`config.mk`:
```
export PLATFORM = sky130hd
export DESIGN_NAME = pwd_lock_ctrl_flat
export DESIGN_NICKNAME = d
export VERILOG_FILES = /design/src/rtl/pwd_lock_pkg.sv /design/src/rtl/pwd_lock_ctrl_if.sv /design/src/rtl/pwd_lock_ctrl_lock_timer.sv /design/src/rtl/pwd_lock_ctrl.sv /design/src/flat_wrapper.sv
export SDC_FILE = /design/constraint.sdc
export NUM_CORES = 1
export LEC_CHECK = 0
export BUFFER_PORTS_ARGS = -buffer_cell sky130_fd_sc_hd__buf_2
export CAP_MARGIN = 40
export CORE_UTILIZATION = 40
export CTS_CLUSTER_DIAMETER = 150
export DETAILED_ROUTE_END_ITERATION = 8
export PLACE_DENSITY = 0.54
export SLEW_MARGIN = 20
export SYNTH_ARGS = -nofsm -noshare
export SYNTH_HDL_FRONTEND = slang
export SYNTH_HIERARCHICAL = 1
export SYNTH_SLANG_ARGS = --single-unit
```
`constraint.sdc`:
```
create_clock -name clk -period 3 [get_ports clk]
set_input_delay 0 -clock clk [delete_from_list [all_inputs] [get_ports clk]]
set_output_delay 0 -clock clk [all_outputs]
set_load 0.1 [all_outputs]
```
`src/rtl/pwd_lock_pkg.sv`:
```
// Shared types for the password-lock controller: FSM state encoding and
// same-cycle command arbitration.
package pwd_lock_pkg;

    localparam int STATE_W = 3;

    typedef enum logic [STATE_W-1:0] {
        S_IDLE    = 3'd0,
        S_ENTRY   = 3'd1,
        S_ERR     = 3'd2,
        S_LOCKOUT = 3'd3,
        S_OPEN    = 3'd4,
        S_SETPW   = 3'd5
    } state_e;

    // Listed in falling priority after CMD_NONE
    typedef enum logic [2:0] {
        CMD_NONE  = 3'd0,
        CMD_EXIT  = 3'd1,
        CMD_CHECK = 3'd2,
        CMD_SETPW = 3'd3,
        CMD_DIGIT = 3'd4
    } cmd_e;

    function automatic cmd_e decode_cmd(input logic exit_req, input logic check_req,
                                        input logic setpw_req, input logic digit_req);
        if (exit_req)       return CMD_EXIT;
        else if (check_req) return CMD_CHECK;
        else if (setpw_req) return CMD_SETPW;
        else if (digit_req) return CMD_DIGIT;
        else                return CMD_NONE;
    endfunction

endpackage

```
`src/rtl/pwd_lock_ctrl_if.sv`:
```
// Command/digit inputs and status outputs of the password-lock controller.
interface pwd_lock_ctrl_if #(
    parameter int DIGIT_W    = 8,
    parameter int MAX_TRIES  = 3,
    parameter int LOCK_TICKS = 60
);
    localparam int REM_W  = $clog2(LOCK_TICKS + 1);
    localparam int FAIL_W = $clog2(MAX_TRIES + 1);

    logic               cmd_start;
    logic               cmd_check;
    logic               cmd_exit;
    logic               cmd_setpw;
    logic               dig_valid;
    logic [DIGIT_W-1:0] dig;
    logic [2:0]         state;
    logic               unlocked;
    logic               err_pulse;
    logic               lock_pulse;
    logic [REM_W-1:0]   remain;
    logic [FAIL_W-1:0]  fails;

    modport master (
        output cmd_start, cmd_check, cmd_exit, cmd_setpw, dig_valid, dig,
        input  state, unlocked, err_pulse, lock_pulse, remain, fails
    );

    modport slave (
        input  cmd_start, cmd_check, cmd_exit, cmd_setpw, dig_valid, dig,
        output state, unlocked, err_pulse, lock_pulse, remain, fails
    );

endinterface

```
`src/rtl/pwd_lock_ctrl_lock_timer.sv`:
```
// Loadable lockout down-counter; done flags the tick that takes remain from 1 to 0.
module lock_timer #(
    parameter int LOCK_TICKS = 60,
    parameter int REM_W      = $clog2(LOCK_TICKS + 1)
) (
    input  logic             clk,
    input  logic             rst,
    input  logic             load,
    input  logic             tick,
    output logic [REM_W-1:0] remain,
    output logic             done
);

    always_ff @(posedge clk or posedge rst) begin
        if (rst)
            remain <= '0;
        else if (load)
            remain <= REM_W'(LOCK_TICKS);
        else if (tick && (remain != '0))
            remain <= remain - REM_W'(1);
    end

    // Load has priority, so a tick coinciding with a reload never counts
    assign done = tick && !load && (remain == REM_W'(1));

endmodule

```
`src/rtl/pwd_lock_ctrl.sv`:
```
// Password-lock controller: N-digit code entry, failed-attempt counting,
// timed lockout and in-field code change. All outputs are registered.
module pwd_lock_ctrl
    import pwd_lock_pkg::*;
#(
    parameter int                          DIGIT_W    = 8,
    parameter int                          CODE_LEN   = 3,
    parameter int                          MAX_TRIES  = 3,
    parameter int                          LOCK_TICKS = 60,
    parameter logic [CODE_LEN*DIGIT_W-1:0] INIT_CODE  = '0
) (
    input  logic           clk,
    input  logic           rst,
    input  logic           tick,
    pwd_lock_ctrl_if.slave bus
);

    localparam int CODE_W = CODE_LEN * DIGIT_W;
    localparam int IDX_W  = $clog2(CODE_LEN + 1);
    localparam int REM_W  = $clog2(LOCK_TICKS + 1);
    localparam int FAIL_W = $clog2(MAX_TRIES + 1);

    state_e              state_q, state_n;
    logic [IDX_W-1:0]    idx_q, idx_n;
    logic                bad_q, bad_n;
    logic [FAIL_W-1:0]   fails_q, fails_n;
    logic [CODE_W-1:0]   code_q, code_n;
    logic [CODE_W-1:0]   shadow_q, shadow_n;
    logic                err_q, err_n;
    logic                lock_q, lock_n;
    logic                unlocked_q, unlocked_n;

    cmd_e                cmd;
    logic [DIGIT_W-1:0]  cur_digit;
    logic                idx_full;
    logic [FAIL_W-1:0]   fails_inc;
    logic                tmr_load;
    logic                tmr_done;
    logic [REM_W-1:0]    remain;

    assign cmd       = decode_cmd(bus.cmd_exit, bus.cmd_check, bus.cmd_setpw, bus.dig_valid);
    assign idx_full  = (idx_q == IDX_W'(CODE_LEN));
    assign fails_inc = fails_q + FAIL_W'(1);

    always_comb begin
        cur_digit = '0;
        for (int unsigned i = 0; i < CODE_LEN; i++) begin
            if (idx_q == IDX_W'(i))
                cur_digit = code_q[i*DIGIT_W +: DIGIT_W];
        end
    end

    lock_timer #(
        .LOCK_TICKS (LOCK_TICKS),
        .REM_W      (REM_W)
    ) u_lock_timer (
        .clk    (clk),
        .rst    (rst),
        .load   (tmr_load),
        .tick   (tick && (state_q == S_LOCKOUT)),
        .remain (remain),
        .done   (tmr_done)
    );

    always_comb begin
        state_n  = state_q;
        idx_n    = idx_q;
        bad_n    = bad_q;
        fails_n  = fails_q;
        code_n   = code_q;
        shadow_n = shadow_q;
        err_n    = 1'b0;
        lock_n   = 1'b0;
        tmr_load = 1'b0;

        case (state_q)
            S_IDLE: begin
                if (bus.cmd_start)
                    state_n = S_ENTRY;
            end

            S_ENTRY: begin
                case (cmd)
                    CMD_EXIT: begin
                        idx_n = '0;
                        bad_n = 1'b0;
                    end
                    CMD_CHECK: begin
                        idx_n = '0;
                        bad_n = 1'b0;
                        if (idx_full && !bad_q) begin
                            state_n = S_OPEN;
                            fails_n = '0;
                        end else begin
                            fails_n = fails_inc;
                            err_n   = 1'b1;
                            if (fails_inc == FAIL_W'(MAX_TRIES)) begin
                                state_n  = S_LOCKOUT;
                                lock_n   = 1'b1;
                                tmr_load = 1'b1;
                            end else begin
                                state_n = S_ERR;
                            end
                        end
                    end
                    CMD_DIGIT: begin
                        if (idx_full) begin
                            bad_n = 1'b1;
                        end else begin
                            if (bus.dig != cur_digit)
                                bad_n = 1'b1;
                            idx_n = idx_q + IDX_W'(1);
                        end
                    end
                    default: ;
                endcase
            end

            S_ERR: state_n = S_ENTRY;

            S_LOCKOUT: begin
                if (tmr_done) begin
                    state_n = S_ENTRY;
                    fails_n = '0;
                end
            end

            S_OPEN: begin
                case (cmd)
                    CMD_EXIT: state_n = S_ENTRY;
                    CMD_SETPW: begin
                        state_n = S_SETPW;
                        idx_n   = '0;
                        bad_n   = 1'b0;
                    end
                    default: ;
                endcase
            end

            S_SETPW: begin
                case (cmd)
                    CMD_EXIT: begin
                        state_n = S_OPEN;
                        idx_n   = '0;
                        bad_n   = 1'b0;
                    end
                    CMD_CHECK: begin
                        state_n = S_OPEN;
                        idx_n   = '0;
                        bad_n   = 1'b0;
                        if (idx_full && !bad_q)
                            code_n = shadow_q;
                        else
                            err_n = 1'b1;
                    end
                    CMD_DIGIT: begin
                        if (idx_full) begin
                            bad_n = 1'b1;
                        end else begin
                            for (int unsigned i = 0; i < CODE_LEN; i++) begin
                                if (idx_q == IDX_W'(i))
                                    shadow_n[i*DIGIT_W +: DIGIT_W] = bus.dig;
                            end
                            idx_n = idx_q + IDX_W'(1);
                        end
                    end
                    default: ;
                endcase
            end

            default: begin
                state_n = S_IDLE;
                idx_n   = '0;
                bad_n   = 1'b0;
            end
        endcase
    end

    // unlocked is decoded from the next state so it lines up with state_q
    assign unlocked_n = (state_n == S_OPEN) || (state_n == S_SETPW);

    always_ff @(posedge clk or posedge rst) begin
        if (rst) begin
            state_q    <= S_IDLE;
            idx_q      <= '0;
            bad_q      <= 1'b0;
            fails_q    <= '0;
            code_q     <= INIT_CODE;
            shadow_q   <= '0;
            err_q      <= 1'b0;
            lock_q     <= 1'b0;
            unlocked_q <= 1'b0;
        end else begin
            state_q    <= state_n;
            idx_q      <= idx_n;
            bad_q      <= bad_n;
            fails_q    <= fails_n;
            code_q     <= code_n;
            shadow_q   <= shadow_n;
            err_q      <= err_n;
            lock_q     <= lock_n;
            unlocked_q <= unlocked_n;
        end
    end

    assign bus.state      = state_q;
    assign bus.unlocked   = unlocked_q;
    assign bus.err_pulse  = err_q;
    assign bus.lock_pulse = lock_q;
    assign bus.remain     = remain;
    assign bus.fails      = fails_q;

endmodule

```
`src/flat_wrapper.sv`:
```
// flat-port wrapper written by rule: the top's interface ports become plain ports
module pwd_lock_ctrl_flat import pwd_lock_pkg::*;
#(
    parameter int                          DIGIT_W    = 8,
    parameter int                          CODE_LEN   = 3,
    parameter int                          MAX_TRIES  = 3,
    parameter int                          LOCK_TICKS = 60,
    parameter logic [CODE_LEN*DIGIT_W-1:0] INIT_CODE  = '0
)
  (clk, rst, tick, bus_cmd_start, bus_cmd_check, bus_cmd_exit, bus_cmd_setpw, bus_dig_valid, bus_dig, bus_state, bus_unlocked, bus_err_pulse, bus_lock_pulse, bus_remain, bus_fails);
  pwd_lock_ctrl_if #(.DIGIT_W(DIGIT_W), .MAX_TRIES(MAX_TRIES), .LOCK_TICKS(LOCK_TICKS)) bus_i ();
  input  logic clk;
  input  logic rst;
  input  logic tick;
  input wire logic [$bits(bus_i.cmd_start)-1:0] bus_cmd_start;
  input wire logic [$bits(bus_i.cmd_check)-1:0] bus_cmd_check;
  input wire logic [$bits(bus_i.cmd_exit)-1:0] bus_cmd_exit;
  input wire logic [$bits(bus_i.cmd_setpw)-1:0] bus_cmd_setpw;
  input wire logic [$bits(bus_i.dig_valid)-1:0] bus_dig_valid;
  input wire logic [$bits(bus_i.dig)-1:0] bus_dig;
  output wire logic [$bits(bus_i.state)-1:0] bus_state;
  output wire logic [$bits(bus_i.unlocked)-1:0] bus_unlocked;
  output wire logic [$bits(bus_i.err_pulse)-1:0] bus_err_pulse;
  output wire logic [$bits(bus_i.lock_pulse)-1:0] bus_lock_pulse;
  output wire logic [$bits(bus_i.remain)-1:0] bus_remain;
  output wire logic [$bits(bus_i.fails)-1:0] bus_fails;
  assign bus_i.cmd_start = bus_cmd_start;
  assign bus_i.cmd_check = bus_cmd_check;
  assign bus_i.cmd_exit = bus_cmd_exit;
  assign bus_i.cmd_setpw = bus_cmd_setpw;
  assign bus_i.dig_valid = bus_dig_valid;
  assign bus_i.dig = bus_dig;
  assign bus_state = bus_i.state;
  assign bus_unlocked = bus_i.unlocked;
  assign bus_err_pulse = bus_i.err_pulse;
  assign bus_lock_pulse = bus_i.lock_pulse;
  assign bus_remain = bus_i.remain;
  assign bus_fails = bus_i.fails;
  pwd_lock_ctrl #(.DIGIT_W(DIGIT_W), .CODE_LEN(CODE_LEN), .MAX_TRIES(MAX_TRIES), .LOCK_TICKS(LOCK_TICKS), .INIT_CODE(INIT_CODE)) u_core (.clk(clk), .rst(rst), .tick(tick), .bus(bus_i));
endmodule
```
==> impl_metrics.tcl, run 1 <==
set metrics [dict create \
    fin_setup_tns_ps 0 \
    fmax_mhz 411 \
    leakage_nw 1.78 \
    syn-instance-count 309 \
    antenna_cells 0 \
    cts_tree "done" \
    p_int_mw 1.59 \
    grt_overflow 0 \
    gp_congestion 0.767 \
    hold_class "input pin to flop" \
    postCtsSetupBuffers 0 \
    die_width_um 92.5 \
    synth_nets 335 \
    grt_pass1_wl_um 12400 \
    slew_headroom_pct 67.5 \
    clockPowerShare_pct 25.9 \
    dpl_worst_slack_ps 573 \
    clockBufferDepth 2 \
    crit_chain "ha_1 > nor2b_1 > or4_1 > nor2_1 > nor4_1 > a21oi_1 > nor2_1 > mux2_2" \
    yosysWarningCount 6 \
    final_nets 372 \
    critical_path_buf_inv_count 0 \
    insertion_delay_ps 340 \
    place_area_um2 3550 \
    final_cell_mix "dfrtp_1 (65), nand2_1 (35), o21ai_0 (30), buf_2 (29), mux2_2 (29)" \
    dieArea_um2 8550 \
    pwr-share-seq_pct 38.1 \
    cp_common_cell "nor2_1" \
    holdWs_ps 5.70 \
    dr.pass1.iters 4 \
    wirelength_um 7150 \
    path_class "flop to flop" \
    fin_crit_ps 2430 \
    p_comb_share_pct 36.0 \
    layout_commonest_cell "dfrtp_1" \
    cts_resized 0 \
    crit_family "simple AND/OR/NAND/NOR gates" \
    total_power_mw 2.81 \
    initial_core_util_pct 41.9 \
    synth_cell_type_count 58 \
    critPathMaxStageDelay_ps 410 \
    worst_slew_pin_slew_ps 491 \
    cts_sinks 65 \
    vias_per_cell 5.32 \
    htreeDepth 3 \
    avgSynthCellArea_um2 10.6 \
    syn_area_um2 3270 \
    wl_per_cell_um 15.8 \
    cts_buffers 9 \
    worstPathRequired_ps 3230 \
    synthArstFlopShare_pct 100 \
    final_util_pct 48.1 \
    finalHoldViolCount 0 \
    ys.flop_type "dfrtp_1" \
    rows 32 \
    finalCritPeriodShare_pct 81.0 \
    clkSlewWorstSetupHoldPaths_ps 70 \
    antenna_found_initial 0 \
    syn_to_final_growth_pct 14.8 \
    core_area_um2 7810 \
    drt_first_iter_violations 133 \
    cp_slowest_cell "dfrtp_1" \
    postRouteAntennaNets 0 \
    setup_ws_ps 569 \
    dp_cells 435 \
    root_buffer "clkbuf_8" \
    grt_pass1_vias 2417 \
    finalSetupViolCount 0 \
    drv_cap 0 \
    swShare_pct 43.4 \
    synth_edf_count 0 \
    boundaryPins 30 \
    drive_gt1_share_pct 26.5 \
    vias 2412 \
    ys_seq_area_share_pct 49.7 \
    end_kind "flop" \
    cp_data_arrival_time_ps 2660 \
    switchingPower_mw 1.22 \
    fp.dieH_um 92.5 \
    ir_worst_vdd_mv 0.543 \
    grt_max_degree 34 \
    grtUsageTotal_pct 18.9 \
    hpwl_um 5030 \
    outcome "finished clean" \
    fin_skew_ps 9.74 \
    rsz0062_at_grt "false" \
    power_density_nw_per_um2 748 \
    instances_no_fill 453 \
    post-route-drc-count 0 \
    final_cell_area_um2 3760 \
    ys_ff_latch 65 \
    io_buffers 29 \
    finalMaxSlewViolations 0 \
    critPathMaxFanout 5 \
    start_kind "flop" \
]
-- layout make-up --
cell class                      instances  area [um2]
Clock buffer                           13         149
Clock inverter                          3        40.0
Fill cell                             767        4050
Inverter                               19        71.3
Multi-Input combinational cell        215        1530
Sequential cell                        65        1630
Tap cell                              102         128
Timing Repair Buffer                   36         210
-- path summary, 6_finish.rpt --
check | slack, ps | to | cells past startpoint | startpoint
setup / recovery | 570 | u_core/bus.fails[1] | 8 | u_core/idx_q[1]
max in group asynchronous | 2150 | u_core/bus.state[2] | 4 | rst
hold / removal | 6 | u_core/shadow_q[22] | 2 | bus_dig[6]
hold reg to reg | 480 | u_core/shadow_q[5] | 2 | u_core/shadow_q[5]
min in group asynchronous | 140 | u_core/u_lock_timer/remain[0] | 3 | rst
setup reg to reg | 570 | u_core/bus.fails[1] | 8 | u_core/idx_q[1]
-- what timing repair did --
action	CTS	global route
hold buffers	2	0
endpoints found under the setup margin	0	0
hold endpoints to repair	33	0
-- cells in the mapped netlist, types with 3 or more instances --
master    number  share of area [%]
dfrtp_1       65                 50
nand2_1       35                4.0
o21ai_0       30                4.6
mux2_2        29                 10
inv_1         17                1.9
nor2_1        15                1.7
ha_1          10                3.8
a21oi_1        8                1.2
nor2b_1        7                1.3
clkbuf_1       6               0.69
nand3b_1       5                1.1
nand2b_1       4               0.76
nor3_1         4               0.61
a22oi_1        3               0.69
a32oi_1        3               0.80
and3_1         3               0.57
buf_2          3               0.46
nand3_1        3               0.46
nand3_2        3               0.92
o21ai_1        3               0.46
or4_1          3               0.69
xor2_1         3               0.80
-- registers in the layout, indices dropped and copies added (netlist names) --
signal	flops
u_core/bad_q	1
u_core/bus.err_pulse	1
u_core/bus.fails	2
u_core/bus.lock_pulse	1
u_core/bus.state	3
u_core/bus.unlocked	1
u_core/code_q	24
u_core/idx_q	2
u_core/shadow_q	24
u_core/u_lock_timer/remain	6
-- routing by layer --
| metal | share of wire [%] | wire length [um] | track usage, % |
|---|---|---|---|
| met5 | 0 | 0 | 0 |
| met1 | 51 | 3630 | 26.7 |
| met2 | 45 | 3210 | 28.5 |
| met3 | 3.4 | 246 | 4.27 |
| met4 | 0.88 | 63 | 6.64 |
-- power groups by stage --
stage | clock (mW) | sequential, mW | combinational (mW)
detailed placement | 0 | 1.09 | 1.01
floorplan | 0 | 1.55 | 0.347
finish | 0.729 | 1.07 | 1.01
global placement | 0 | 1.09 | 1.01
global route | 0.805 | 1.09 | 1.08
CTS | 0.757 | 1.07 | 1.02
-- cells by family (layout without fill, tap and decap cells) --
kind of cell             after synthesis  count (layout)  synth area share, %
AO/OA/AOI/OAI                         73              73                 15.3
XOR/XNOR                               3               3                0.803
adder cells (fa/ha/maj)               10              10                 3.82
buffers and inverters                 29              71                 3.44
AND/OR/NAND/NOR                       99              99                 16.7
multiplexers                          30              30                 10.3
flip-flops                            65              65                 49.7
Power figures use the tool's default switching activity.
==> inputs of run 2 (changes only) <==
PLACE_DENSITY = 0.57   (was 0.54)
clock period = 2 ns   (was 3 ns; I/O delays follow)
==> impl_metrics.tcl, run 2 (synthesis results as in run 1) <==
set metrics [dict create \
    outcome "finished clean" \
    r2r_end "u_core/bus.fails[1]" \
    postRouteAntennaNets 0 \
    grt_max_degree 35 \
    wirelength_um 7370 \
    dr.pass1.iters 4 \
    htreeDepth 3 \
    power_density_nw_per_um2 1100 \
    path_class "flop to flop" \
    critPathMaxFanout 2 \
    place_area_um2 3730 \
    finalCritPeriodShare_pct 96.0 \
    setup_ws_ps 79.7 \
    final_cell_mix "dfrtp_1 (59), nand2_1 (35), buf_2 (29), mux2_2 (29), o21ai_0 (28)" \
    finalSetupViolCount 0 \
    clockBufferDepth 2 \
    rows 32 \
    cts_buffers 9 \
    syn_to_final_growth_pct 21.3 \
    critical_path_buf_inv_count 0 \
    min_from "bus_dig[0]" \
    end_kind "flop" \
    grtUsageTotal_pct 18.9 \
    cp_slowest_cell "or4_4" \
    critPathMaxStageDelay_ps 440 \
    holdPathStages 3 \
    antenna_cells 0 \
    post-route-drc-count 0 \
    insertion_delay_ps 340 \
    dpl_worst_slack_ps -30.9 \
    slew_headroom_pct 62.7 \
    crit_chain "ha_2 > nor2b_1 > or4_4 > nor2_4 > nor4_2 > a21oi_1 > nor2_1 > mux2_2" \
    drt_first_iter_violations 111 \
    drv_cap 0 \
    clockPowerShare_pct 24.7 \
    wl_per_cell_um 15.7 \
    grt_overflow 0 \
    drive_gt1_share_pct 34.1 \
    final_nets 390 \
    fin_skew_ps 5.54 \
    core_area_um2 7810 \
    clkSlewWorstSetupHoldPaths_ps 70 \
    fin_crit_ps 1920 \
    total_power_mw 4.37 \
    cts_sinks 65 \
    swShare_pct 43.0 \
    grt_pass1_wl_um 12400 \
    finalHoldViolCount 0 \
    cp.depth 8 \
    hold_class "input pin to flop" \
    gp_congestion 0.799 \
    layout_commonest_cell "dfrtp_1" \
    top_regs "u_core/code_q: 24 flops, u_core/shadow_q: 24 flops, u_core/u_lock_timer/remain: 6 flops" \
    cts_tree "done" \
    min_delay_worst_endpoint "u_core/shadow_q[0]" \
    hpwl_um 5310 \
    final_util_pct 50.8 \
    switchingPower_mw 1.88 \
    ir_worst_vdd_mv 1.05 \
    finalMaxSlewViolations 0 \
    leakage_nw 1.87 \
    crit_family "simple AND/OR/NAND/NOR gates" \
    antenna_found_initial 0 \
    cp_data_arrival_time_ps 2140 \
    vias_per_cell 5.28 \
    die_width_um 92.5 \
    initial_core_util_pct 41.9 \
    start_kind "flop" \
    rr_startpoint "u_core/idx_q[0]" \
    io_buffers 29 \
    boundaryPins 30 \
    rsz0062_at_grt "true" \
    reg2reg_setup_slack_ps 80 \
    root_buffer "clkbuf_8" \
    worst_slew_pin_slew_ps 559 \
    dieArea_um2 8550 \
    final_cell_area_um2 3970 \
    fp.dieH_um 92.5 \
    vias 2489 \
    worstPathRequired_ps 2220 \
    p_comb_share_pct 39.0 \
    p_int_mw 2.49 \
    worst_r2r_path_depth 8 \
    grt_pass1_vias 2486 \
    fmax_mhz 521 \
    holdWs_ps 28.2 \
    pwr-share-seq_pct 36.3 \
]
run 2: changes by cell type in the layout (fill, tap and decap cells not counted), sizes merged:
cell and change:
buf +18
run 2: timing repair:
action	CTS	global route
setup endpoints to repair	2	2
gates cloned	0	0
hold buffers	2	0
pin swaps	3	3
endpoints found under the hold margin	33	0
buffers inserted	0	0
resized for setup	2	7
run 2: how the worst max path moves through the flow:
| stage | from | endpoint |
|---|---|---|
| final | u_core/idx_q[0] | u_core/bus.fails[1] |
| after global routing | u_core/idx_q[0] | u_core/bus.fails[1] |
| after CTS | u_core/idx_q[0] | u_core/bad_q |
| after detailed placement | u_core/idx_q[0] | u_core/u_lock_timer/remain[0] |
| after global placement | u_core/idx_q[0] | u_core/bus.fails[1] |
| after floorplan | u_core/bus.state[0] | u_core/bus.fails[1] |
run 2: worst min-delay path: stages:
cell and delay (ps):
buf_2 120, inv_2 110, o21ai_0 90
run 2: per-stage QoR:
stage | instances | setup TNS, ps
after detailed placement | 453 | -30.9
after global routing | 471 | -28.6
after global placement | 453 | 0
after CTS | 471 | 0
final | 471 | 0
after floorplan | 309 | -678
run 2: power groups by stage:
stage,combinational [mW],sequential [mW],clock [mW]
after floorplan,0.540,2.35,0
after global placement,1.67,1.61,0
after detailed placement,1.68,1.61,0
after CTS,1.69,1.59,1.12
after global routing,1.82,1.61,1.17
final,1.70,1.59,1.08
run 2: routing by layer:
layer	vias to the layer above	routed length (um)	global-route usage [%]
met5	-	0	0
met4	0	74	5.34
met3	6	309	5.34
met2	50	3410	30.1
met1	1211	3580	25.1
li1	1222	-	-
run 2: layout make-up:
class | count | area [um2]
Clock inverter | 3 | 40.0
Sequential cell | 65 | 1630
Timing Repair Buffer | 54 | 370
Tap cell | 102 | 128
Multi-Input combinational cell | 215 | 1580
Inverter | 19 | 71.3
Fill cell | 770 | 3840
Clock buffer | 13 | 149
